==> config.mk <==
export PLATFORM = sky130hd
export DESIGN_NAME = addsub_serial_unit
export DESIGN_NICKNAME = d
export VERILOG_FILES = /design/src/rtl/addsub_pkg.sv /design/src/rtl/digit_adder.sv /design/src/rtl/addsub_serial_unit.sv
export SDC_FILE = /design/constraint.sdc
export NUM_CORES = 1
export LEC_CHECK = 0
export ABC_AREA = 1
export ABC_CLOCK_PERIOD_IN_PS = 3500
export CAP_MARGIN = 20
export CELL_PAD_IN_SITES_DETAIL_PLACEMENT = 1
export CELL_PAD_IN_SITES_GLOBAL_PLACEMENT = 1
export CORE_MARGIN = 2
export CORE_UTILIZATION = 41
export CTS_CLUSTER_DIAMETER = 60
export DETAILED_ROUTE_END_ITERATION = 8
export PLACE_DENSITY_LB_ADDON = 0.1
export SLEW_MARGIN = 20
export SYNTH_ARGS = -nofsm -noshare
export SYNTH_HDL_FRONTEND = slang
export SYNTH_SLANG_ARGS = --single-unit
export TNS_END_PERCENT = 5
==> constraint.sdc <==
create_clock -name clk -period 3.5 [get_ports clk]
set_input_delay 1.05 -clock clk [delete_from_list [all_inputs] [get_ports clk]]
set_output_delay 1.05 -clock clk [all_outputs]
set_load 0.005 [all_outputs]
==> src/rtl/addsub_pkg.sv <==
// rtl/addsub_pkg.sv - shared types and helpers for the digit-serial add/subtract unit
package addsub_pkg;

  typedef enum logic [1:0] {
    IDLE = 2'd0,
    BUSY = 2'd1,
    DONE = 2'd2
  } state_t;

  localparam logic OP_ADD = 1'b0;
  localparam logic OP_SUB = 1'b1;

  // Signed overflow from the latched operand MSBs (B uninverted) and the result MSB.
  function automatic logic calc_overflow(input logic ra, input logic rb,
                                         input logic rr, input logic op);
    if (op == OP_SUB) return (ra != rb) && (rr != ra);
    return (ra == rb) && (rr != ra);
  endfunction

endpackage

==> src/rtl/digit_adder.sv <==
// rtl/digit_adder.sv - combinational DIGIT-bit ripple slice, time-multiplexed by the top level
module digit_adder #(
  parameter int DIGIT = 2
) (
  input  logic [DIGIT-1:0] a,
  input  logic [DIGIT-1:0] b,
  input  logic             cin,
  output logic [DIGIT-1:0] sum,
  output logic [DIGIT-1:0] carry
);

  always_comb begin
    logic w_c;
    w_c   = cin;
    sum   = '0;
    carry = '0;
    for (int i = 0; i < DIGIT; i++) begin
      sum[i]   = a[i] ^ b[i] ^ w_c;
      w_c      = (a[i] & b[i]) | (w_c & (a[i] ^ b[i]));
      carry[i] = w_c;
    end
  end

endmodule

==> src/rtl/addsub_serial_unit.sv <==
// rtl/addsub_serial_unit.sv - digit-serial add/subtract with accumulate mode and registered flags
module addsub_serial_unit
  import addsub_pkg::*;
#(
  parameter int WIDTH = 6,
  parameter int DIGIT = 2
) (
  input  logic             clk,
  input  logic             rst_n,
  input  logic             start,
  input  logic             op,
  input  logic             acc_en,
  input  logic [WIDTH-1:0] a,
  input  logic [WIDTH-1:0] b,
  output logic             ready,
  output logic             busy,
  output logic             done,
  output logic [WIDTH-1:0] result,
  output logic [WIDTH-1:0] carry,
  output logic             overflow,
  output logic             zero
);

  localparam int NSLICE = WIDTH / DIGIT;
  localparam int CW     = (NSLICE > 1) ? $clog2(NSLICE) : 1;

  if (WIDTH % DIGIT != 0) begin : g_bad_digit
    $error("addsub_serial_unit: WIDTH must be a multiple of DIGIT");
  end

  state_t r_state, w_next;

  logic [CW-1:0]    r_cnt;
  logic [WIDTH-1:0] r_a_sh, r_b_sh, r_sum_sh, r_carry_sh;
  logic [WIDTH-1:0] r_result, r_carry;
  logic             r_op, r_cin, r_a_msb, r_b_msb, r_ovf, r_zero;

  logic             w_accept, w_last;
  logic [DIGIT-1:0] w_sum, w_cvec;
  logic [WIDTH-1:0] w_sum_next, w_carry_next;

  assign ready    = (r_state == IDLE) || (r_state == DONE);
  assign busy     = (r_state == BUSY);
  assign done     = (r_state == DONE);
  assign w_accept = start && ready;
  assign w_last   = (r_cnt == CW'(NSLICE - 1));

  digit_adder #(.DIGIT(DIGIT)) u_digit_adder (
    .a     (r_a_sh[DIGIT-1:0]),
    .b     (r_b_sh[DIGIT-1:0]),
    .cin   (r_cin),
    .sum   (w_sum),
    .carry (w_cvec)
  );

  // Staging registers fill from the top so the final slice lands in the MSBs.
  assign w_sum_next   = (r_sum_sh   >> DIGIT) | (WIDTH'(w_sum)  << (WIDTH - DIGIT));
  assign w_carry_next = (r_carry_sh >> DIGIT) | (WIDTH'(w_cvec) << (WIDTH - DIGIT));

  always_ff @(posedge clk or negedge rst_n) begin
    if (!rst_n) r_state <= IDLE;
    else        r_state <= w_next;
  end

  always_comb begin
    w_next = r_state;
    case (r_state)
      IDLE:    if (w_accept) w_next = BUSY;
      BUSY:    if (w_last)   w_next = DONE;
      DONE:    w_next = w_accept ? BUSY : IDLE;
      default: w_next = IDLE;
    endcase
  end

  always_ff @(posedge clk or negedge rst_n) begin
    if (!rst_n) begin
      r_cnt      <= '0;
      r_a_sh     <= '0;
      r_b_sh     <= '0;
      r_sum_sh   <= '0;
      r_carry_sh <= '0;
      r_result   <= '0;
      r_carry    <= '0;
      r_op       <= OP_ADD;
      r_cin      <= 1'b0;
      r_a_msb    <= 1'b0;
      r_b_msb    <= 1'b0;
      r_ovf      <= 1'b0;
      r_zero     <= 1'b0;
    end else if (w_accept) begin
      r_cnt   <= '0;
      r_a_sh  <= acc_en ? r_result : a;
      r_a_msb <= acc_en ? r_result[WIDTH-1] : a[WIDTH-1];
      r_b_sh  <= b ^ {WIDTH{op}};
      r_b_msb <= b[WIDTH-1];
      r_op    <= op;
      r_cin   <= op;
    end else if (r_state == BUSY) begin
      r_cnt      <= r_cnt + 1'b1;
      r_a_sh     <= r_a_sh >> DIGIT;
      r_b_sh     <= r_b_sh >> DIGIT;
      r_cin      <= w_cvec[DIGIT-1];
      r_sum_sh   <= w_sum_next;
      r_carry_sh <= w_carry_next;
      if (w_last) begin
        r_result <= w_sum_next;
        r_carry  <= w_carry_next ^ {r_op, {(WIDTH-1){1'b0}}};
        r_ovf    <= calc_overflow(r_a_msb, r_b_msb, w_sum_next[WIDTH-1], r_op);
        r_zero   <= ~|w_sum_next;
      end
    end
  end

  assign result   = r_result;
  assign carry    = r_carry;
  assign overflow = r_ovf;
  assign zero     = r_zero;

endmodule

# Yosys cells after proc, flatten, opt, wreduce, memory -nomap -nowiden

Cells that the tools add are included.

Bits in registers: 46
Output and inout bits: 17
Logic and storage cells: 69

$add $sub $neg: 1
Equality and inequality tests: 8
Muxes and demuxes: 20
Bitwise operators: 15
Reduce and logical (&&, ||, !) cells: 11

Operators with widths:

| kind                                                  | number |
|---|---|
| two-way mux 6 bit                                     | 5 |
| bitwise OR 4 x 6 -> 6 bit                             | 2 |
| bitwise XOR 6 bit                                     | 2 |
| two-way mux 1 bit                                     | 10 |
| two-way mux 2 bit                                     | 4 |
| one-hot mux 2 bit (3 select lines)                    | 1 |
| OR reduction 6 bit                                    | 1 |
| AND 1 bit                                             | 4 |
| equality test 2 bit, second input constant            | 2 |
| AND reduction 2 bit                                   | 2 |
| bitwise XOR 1 bit                                     | 4 |
| logical AND 1 bit                                     | 3 |
| AND reduction 3 bit                                   | 1 |
| adder 2 x 1 -> 2 bit, second input constant           | 1 |
| equality test 2 x 1 -> 1 bit, second input constant   | 1 |
| zero test 2 bit                                       | 1 |
| inequality test 1 bit                                 | 2 |
| inequality test 2 x 1 -> 1 bit, second input constant | 1 |
| inequality test 2 bit, second input constant          | 1 |
| bitwise OR 1 bit                                      | 2 |
| nonzero test 2 bit                                    | 1 |
| equality test 1 bit                                   | 1 |
| zero test 1 bit                                       | 1 |
| logical OR 1 bit                                      | 1 |
| NOT 1 bit                                             | 1 |

# Logic depth before layout (Yosys ltp)

Gate-level depths: netlist (run 1).

Depth in word-level cells: 9
Depth in mapped cells: 8

# Hierarchy

From an unflattened synthesis (run 1), not the netlist that was laid out.

Cells, all modules: 217
Area total of the unflattened synthesis: 1869.3 um^2

Modules (own cells, without submodules):

| module             | times used | cells an instance | area an instance (um^2) |
|---|---|---|---|
| addsub_serial_unit | 1          | 215               | 1829.3 |
| digit_adder        | 1          | 2                 | 40.0 |

# Worst setup path before layout (run 1)

OpenSTA, ideal clock, no wires.

Path kind: register to register
Start: register r_a_sh[0]
End: register r_ovf (netlist: overflow)
Library setup time: 0.117 ns
Arrival time: 1.623 ns
Slack: 1.760 ns
Cell stages (with the launch flop): 9
Buffers on the path: 0
Period minus slack after synthesis: 1.740 ns
Cells stage by stage: dfrtp_1 -> inv_1 -> fa_1 -> fa_1 -> inv_1 -> nor2_1 -> nor2_1 -> nand3_1 -> nand2_1

Word-level cells in the longest chain between the ends: 9

Ends and longest elaborated chain:

| item                          | line                               | source |
|---|---|---|
| from (decl)                   | addsub_serial_unit.sv:34           | `logic [WIDTH-1:0] r_a_sh, r_b_sh, r_sum_sh, r_carry_sh;` |
| from (signal assigned)        | addsub_serial_unit.sv:92           | `r_a_sh <= acc_en ? r_result : a;` |
| from (signal assigned)        | addsub_serial_unit.sv:100          | `r_a_sh <= r_a_sh >> DIGIT;` |
| bitwise XOR 1 bit             | digit_adder.sv:19                  | `w_c = (a[i] & b[i]) \| (w_c & (a[i] ^ b[i]));` |
| AND 1 bit                     | digit_adder.sv:19                  |  |
| bitwise OR 1 bit (*)          | digit_adder.sv:19                  |  |
| bitwise XOR 1 bit (*)         | digit_adder.sv:18                  | `sum[i] = a[i] ^ b[i] ^ w_c;` |
| bitwise OR 4 x 6 -> 6 bit (*) | addsub_serial_unit.sv:57           | `assign w_sum_next = (r_sum_sh >> DIGIT) \| (WIDTH'(w_sum) << (WIDTH - DIGIT));` |
| inequality test 1 bit (*)     | addsub_pkg.sv:16, addsub_pkg.sv:17 |  |
| logical AND 1 bit             | addsub_pkg.sv:16                   | `if (op == OP_SUB) return (ra != rb) && (rr != ra);` |
| two-way mux 1 bit             | addsub_pkg.sv:16                   |  |
| two-way mux 1 bit (*)         | addsub_pkg.sv:17                   | `return (ra == rb) && (rr != ra);` |
| to (signal assigned)          | addsub_serial_unit.sv:108          | `r_ovf <= calc_overflow(r_a_msb, r_b_msb, w_sum_next[WIDTH-1], r_op);` |
| to (decl)                     | addsub_serial_unit.sv:36           | `logic r_op, r_cin, r_a_msb, r_b_msb, r_ovf, r_zero;` |

Every way passes the cells marked *; elsewhere a longest branch is shown, timed or not. The select of a mux whose other input is x is not followed.
A chain may end at the register's enable or synchronous reset.

# Final worst setup path (run 1)

Start: register r_state[0]
End: output port busy

Word-level cells in the longest chain between the ends: 1

Ends and longest elaborated chain:

| item                         | line                     | source |
|---|---|---|
| from (decl)                  | addsub_serial_unit.sv:31 | `state_t r_state, w_next;` |
| from (signal assigned)       | addsub_serial_unit.sv:62 | `else r_state <= w_next;` |
| equality test 2 x 1 -> 1 bit | addsub_serial_unit.sv:43 | `assign busy = (r_state == BUSY);` |
| to (decl)                    | addsub_serial_unit.sv:16 | `output logic busy,` |

No other way between the ends.

==> flow_metrics.py, run 1 <==
metrics = {
    "floorplan": {
        "placementRows": 24,
        "core_mm2": 0.00444,
        "die_h_um": 72.4,
        "boundaryPins": 34,
        "fp.dieW_um": 72.4,
        "die-area_mm2": 0.00525,
        "initial_core_util_pct": 43.2,
    },
    "cts": {
        "cts_setup_buffers": 0,
        "path_clk_slew_ns": 0.09,
        "cts.sinks": 42,
        "clk_latency_ns": 0.31,
        "postCtsHoldBufs": 0,
        "cts_buffers": 5,
        "htree_levels": 2,
        "cts_buffer_depth": 2,
        "cts-root-buf": "clkbuf_8",
        "cts_tree": "built",
        "post_cts_resized": 0,
    },
    "global_routing": {
        "grt_pass1_wl_um": 7950,
        "grt_pass1_vias": 1635,
        "grtUsageTotal_pct": 20.3,
        "grt_start_max_net_pins": 43,
        "grt_overflow_total": 0,
        "antenna_found_initial": 0,
    },
    "critical_path": {
        "worstSetupPathType": "flop to output port",
        "cp-end-kind": "output port",
        "rrSetupSlack_ns": 1.57,
        "path_max_fanout": 8,
        "worstPathRequired_ns": 2.45,
        "start_kind": "flop",
        "critPathArrivalTime_ns": 1.66,
    },
    "hold_path": {
        "hp-class": "flop to flop",
    },
    "timing": {
        "worstMarginPinSlew_ns": 0.927,
        "fmax_mhz": 370,
        "relSlewSlack_pct": 38.2,
        "setup_violations": 0,
        "tns_ns": 0,
        "min_period_ns": 2.71,
        "maxSlewViolCount": 0,
        "finalClockSkew_ns": 0.00944,
        "rsz0062_at_grt": "no",
        "hold_viol_final": 0,
        "fin_crit_sh_pct": 77.3,
    },
    "synthesis": {
        "yosysTopAreaCellShare_pct": 54.7,
        "syn_inst": 227,
        "synth_nets": 247,
        "synth.largest_area_cell": "dfrtp_1",
        "synth_cell_types": 23,
        "ys_warn_count": 0,
        "avgSynthCellArea_um2": 8.46,
        "yosys-top-cells-area": "dfrtp_1 55%, nand2_1 16%, o21ai_1 6.0%, inv_1 4.3%, nand3_1 2.6%",
        "yosysSeqAreaShare_pct": 54.7,
        "synth_area_mm2": 0.00192,
        "synth-seq-cells": 42,
    },
    "routing": {
        "avgViaCountPerCell": 4.96,
        "drc_errors": 0,
        "vias": 1554,
        "firstDrtPassIters": 4,
        "ant_nets": 0,
        "wl_um": 4600,
        "wl_per_cell_um": 14.7,
        "drt_iter0_markers": 86,
    },
    "flow_run": {
        "max_cap_violations": 0,
    },
    "cells_and_area": {
        "nNetsFinal": 280,
        "antenna_cells": 0,
        "area_growth_pct": 23.8,
        "final_common_cell": "nand2_1",
        "finish.utilization_pct": 53.5,
        "finalNonFillerCells": 313,
        "most-common-layout-cells": "83 x nand2_1, 42 x dfrtp_1, 32 x clkdlybuf4s50_1, 23 x o21ai_1, 22 x inv_1",
        "drive_gt1_share_pct": 8.05,
    },
    "placement": {
        "dp_hpwl_um": 3230,
        "gp_congestion": 0.771,
        "io_buffer_count": 33,
        "placed_cells": 305,
    },
    "status": {
        "outcome": "completed",
    },
    "power": {
        "p_per_area_mw_per_mm2": 930,
        "ir_worst_vdd_mv": 0.397,
        "p_leak_nw": 1.17,
    },
}
## Yosys cell counts
library cell,number
a21oi_1,4
clkinv_2,1
dfrtp_1,42
inv_2,4
inv_1,22
nor2_4,1
nand3_2,1
nand2_1,83
xor2_1,3
buf_2,5
fa_1,2
o22ai_1,2
nor2_2,2
nand3_1,10
o21ai_1,23
xnor2_1,2
o21ai_0,4
or2_1,1
ha_1,1
nor3_1,1
nand2_2,3
nor2_1,8
buf_6,2
## power by group
part	switching, mW	internal (mW)
sequential	0.146	0.708
clock	0.180	0.212
combinational	0.559	0.406
## registers in the layout (all words and copies together), names as in the netlist
name / flops
r_cin: 1
r_a_sh: 6
zero: 1
r_carry_sh: 4
r_sum_sh: 4
r_state: 2
r_a_msb: 1
overflow: 1
r_op: 1
result: 6
r_cnt: 2
r_b_sh: 6
carry: 6
r_b_msb: 1
## worst max-delay path, stage by stage (launching register included)
cell and delay [ns]:
dfrtp_1 0.46, inv_2 0.09, nor2_4 0.24, clkdlybuf4s50_1 0.56
## kinds of logic (layout without fill, tap and decap cells)
family                   after synthesis  count (layout)  synth area share, %
flip-flops                            42              42                 54.7
AND/OR/NAND/NOR                      110             110                 23.7
buffers and inverters                 34              68                 7.82
XOR/XNOR                               5               5                 2.28
AO/OA/AOI/OAI                         33              33                 8.73
adder cells (fa/ha/maj)                3               3                 2.74
## path summary, 6_finish.rpt
path / start / endpoint / cells after the start
hold / removal: r_carry_sh[2] / carry[0] / 2
setup reg to reg: r_a_sh[0] / zero / 7
setup / recovery: r_state[0] / busy / 3
max in group asynchronous: rst_n / r_carry_sh[5] / 1
min in group asynchronous: rst_n / r_state[0] / 1
hold reg to reg: r_carry_sh[2] / carry[0] / 2
## metal layers
layer | vias to the layer above | wire length (µm) | GRT usage (%)
met5 | - | 0 | 0
met4 | 0 | 95 | 7.61
met3 | 8 | 190 | 5.00
met2 | 37 | 2130 | 31.9
met1 | 743 | 2180 | 27.3
li1 | 766 | - | -
## stage by stage
stage	setup slack, ns	cell area [µm²]	hold slack [ns]	power [mW]
finish	0.795	2380	0.477	2.21
global route	0.732	2380	0.517	2.42
detailed placement	0.980	2260	0.460	1.83
CTS	0.777	2380	0.483	2.25
floorplan	1.76	1920	0.442	1.45
global placement	1.01	2260	0.460	1.79
## cell type report
class,count,area (µm²)
inverters,27,103
well taps,52,65.1
clock inverters,3,45.0
clock buffers,5,68.8
fillers,545,2070
repair buffers,33,325
multi-input cells,151,719
flip-flops and latches,42,1050
No activity file was read; power rests on OpenSTA's default activity.
==> run 2: changes to the inputs <==
Settings changed: ABC_CLOCK_PERIOD_IN_PS 3500 to 2200, CORE_UTILIZATION 41 to 35.
Clock period 3.5 ns to 2.2 ns, I/O delays scaled along.
==> run 2 against run 1 <==
- die area rose by 16%
- worst setup slack got worse by 0.71 ns
- first-iteration DRC count fell by 35%
- combinational power rose by 62%
- via count rose by 1.4%
- hold slack got worse by 0.15 ns
- sequential share of layout area fell by 0.75 points
- non-clock buffer count rose by 5
- global-route usage fell by 3.0 points
- critical endpoint unchanged
- highest routed layer unchanged
==> flow_metrics.py, run 2 (synthesis results as in run 1) <==
metrics = {
    "status": {
        "outcome": "completed",
    },
    "placement": {
        "io_buffer_count": 33,
        "detailedPlace.worstSlack_ns": 0.289,
        "dp_hpwl_um": 3400,
        "gp_congestion": 0.762,
    },
    "global_routing": {
        "grt_start_max_net_pins": 23,
        "grt_pass1_vias": 1591,
        "grtUsageTotal_pct": 17.2,
        "antenna_found_initial": 0,
        "grt_pass1_wl_um": 8000,
        "grt_overflow_total": 0,
    },
    "cells_and_area": {
        "fillers": 647,
        "most-common-layout-cells": "83 x nand2_1, 42 x dfrtp_1, 32 x clkdlybuf4s50_1, 23 x o21ai_1, 22 x inv_1",
        "antenna_cells": 0,
        "drive_gt1_share_pct": 9.77,
        "nNetsFinal": 285,
        "area_growth_pct": 25.9,
        "final_common_cell": "nand2_1",
    },
    "floorplan": {
        "die_h_um": 78.1,
        "initial_core_util_pct": 36.9,
        "fp.dieW_um": 78.1,
        "core_mm2": 0.00520,
        "placementRows": 26,
        "boundaryPins": 34,
        "die-area_mm2": 0.00610,
    },
    "routing": {
        "wl_per_cell_um": 13.9,
        "drt_iter0_markers": 56,
        "drc_errors": 0,
        "vias": 1576,
        "ant_nets": 0,
        "wl_um": 4660,
        "avgViaCountPerCell": 4.69,
        "firstDrtPassIters": 4,
    },
    "timing": {
        "min_period_ns": 2.11,
        "worstMarginPinSlew_ns": 0.504,
        "setup_violations": 0,
        "hold_viol_final": 0,
        "maxSlewViolCount": 0,
        "fin_crit_sh_pct": 96.0,
        "relSlewSlack_pct": 66.4,
        "tns_ns": 0,
        "fmax_mhz": 473,
        "rsz0062_at_grt": "no",
        "finalClockSkew_ns": 0.00765,
        "fin_ws_ns": 0.0874,
    },
    "critical_path": {
        "path_max_fanout": 5,
        "start_kind": "flop",
        "cp-end-kind": "output port",
        "critPathArrivalTime_ns": 1.45,
        "worstSetupPathType": "flop to output port",
        "worstPathRequired_ns": 1.54,
    },
    "cts": {
        "clk_latency_ns": 0.30,
        "cts.sinks": 42,
        "htree_levels": 2,
        "post_cts_resized": 0,
        "postCtsHoldBufs": 0,
        "cts_buffer_depth": 2,
        "cts_buffers": 5,
        "path_clk_slew_ns": 0.08,
        "cts-root-buf": "clkbuf_8",
        "cts_tree": "built",
        "cts_setup_buffers": 0,
    },
    "power": {
        "pwr-share-seq_pct": 39.3,
        "swShare_pct": 40.1,
        "share_comb_of_total_power_pct": 45.6,
        "ir_worst_vdd_mv": 0.551,
        "power.switching_mw": 1.38,
        "internal_power_mw": 2.06,
        "p_per_area_mw_per_mm2": 1420,
        "pwr-share-clk_pct": 15.1,
        "p_leak_nw": 1.19,
        "report.power.total_mw": 3.43,
    },
    "hold_path": {
        "hp-class": "input port to asynchronous set/reset pin",
    },
    "flow_run": {
        "max_cap_violations": 0,
    },
}
[run 2: cell types whose count changed in the layout (fill, tap and decap cells not counted), sizes merged]
cell | previous run | this run
clkinvlp | 2 | 1
clkinv | 1 | 2
clkbuf | 5 | 6
bufinv | 1 | 0
buf | 1 | 6
[run 2: layout make-up]
class	instances	area [µm²]	area share [%]
Tap cell	70	87.6	3.62
Timing Repair Buffer	38	363	15.0
Multi-Input combinational cell	151	719	29.7
Clock buffer	6	82.6	3.41
Sequential cell	42	1050	43.5
Inverter	27	103	4.24
Clock inverter	2	12.5	0.517
[run 2: metal layers]
layer  track usage, %  share of wire, %  vias up
met3             3.91               4.3        7
met4             6.84               1.7        0
met1             24.0                48      760
li1                 -                 -      774
met2             26.2                46       35
met5                0                 0        -
[run 2: path summary, 6_finish.rpt]
path / from / to / slack, ns / cells past startpoint
max in group asynchronous: rst_n / r_sum_sh[3] / 1.33 / 2
max: r_state[0] / busy / 0.09 / 3
min: rst_n / r_b_sh[0] / 0.33 / 1
max reg2reg: r_a_sh[0] / overflow / 0.32 / 8
min reg2reg: r_b_sh[3] / r_b_sh[3] / 0.48 / 2
min in group clk: r_b_sh[3] / r_b_sh[3] / 0.48 / 2
[run 2: power groups by stage]
stage | sequential (mW) | clock [mW] | combinational [mW]
after global placement | 1.36 | 0 | 1.56
final | 1.35 | 0.519 | 1.56
after detailed placement | 1.36 | 0 | 1.59
after CTS | 1.35 | 0.546 | 1.60
after global routing | 1.40 | 0.584 | 1.79
after floorplan | 1.32 | 0 | 0.990
[run 2: critical path, cell delays in order, from the launching register on]
cell	delay (ns)
dfrtp_1	0.47
inv_2	0.09
nor2_4	0.09
clkdlybuf4s50_1	0.51
[run 2: stage by stage]
stage	hold slack [ns]	instance area, µm²	instances	util (%)
floorplan	0.364	1920	227	-
global placement	0.462	2320	328	44.6
detailed placement	0.464	2320	328	44.6
CTS	0.329	2420	336	46.5
global route	0.343	2420	336	46.5
finish	0.326	2420	336	46.5
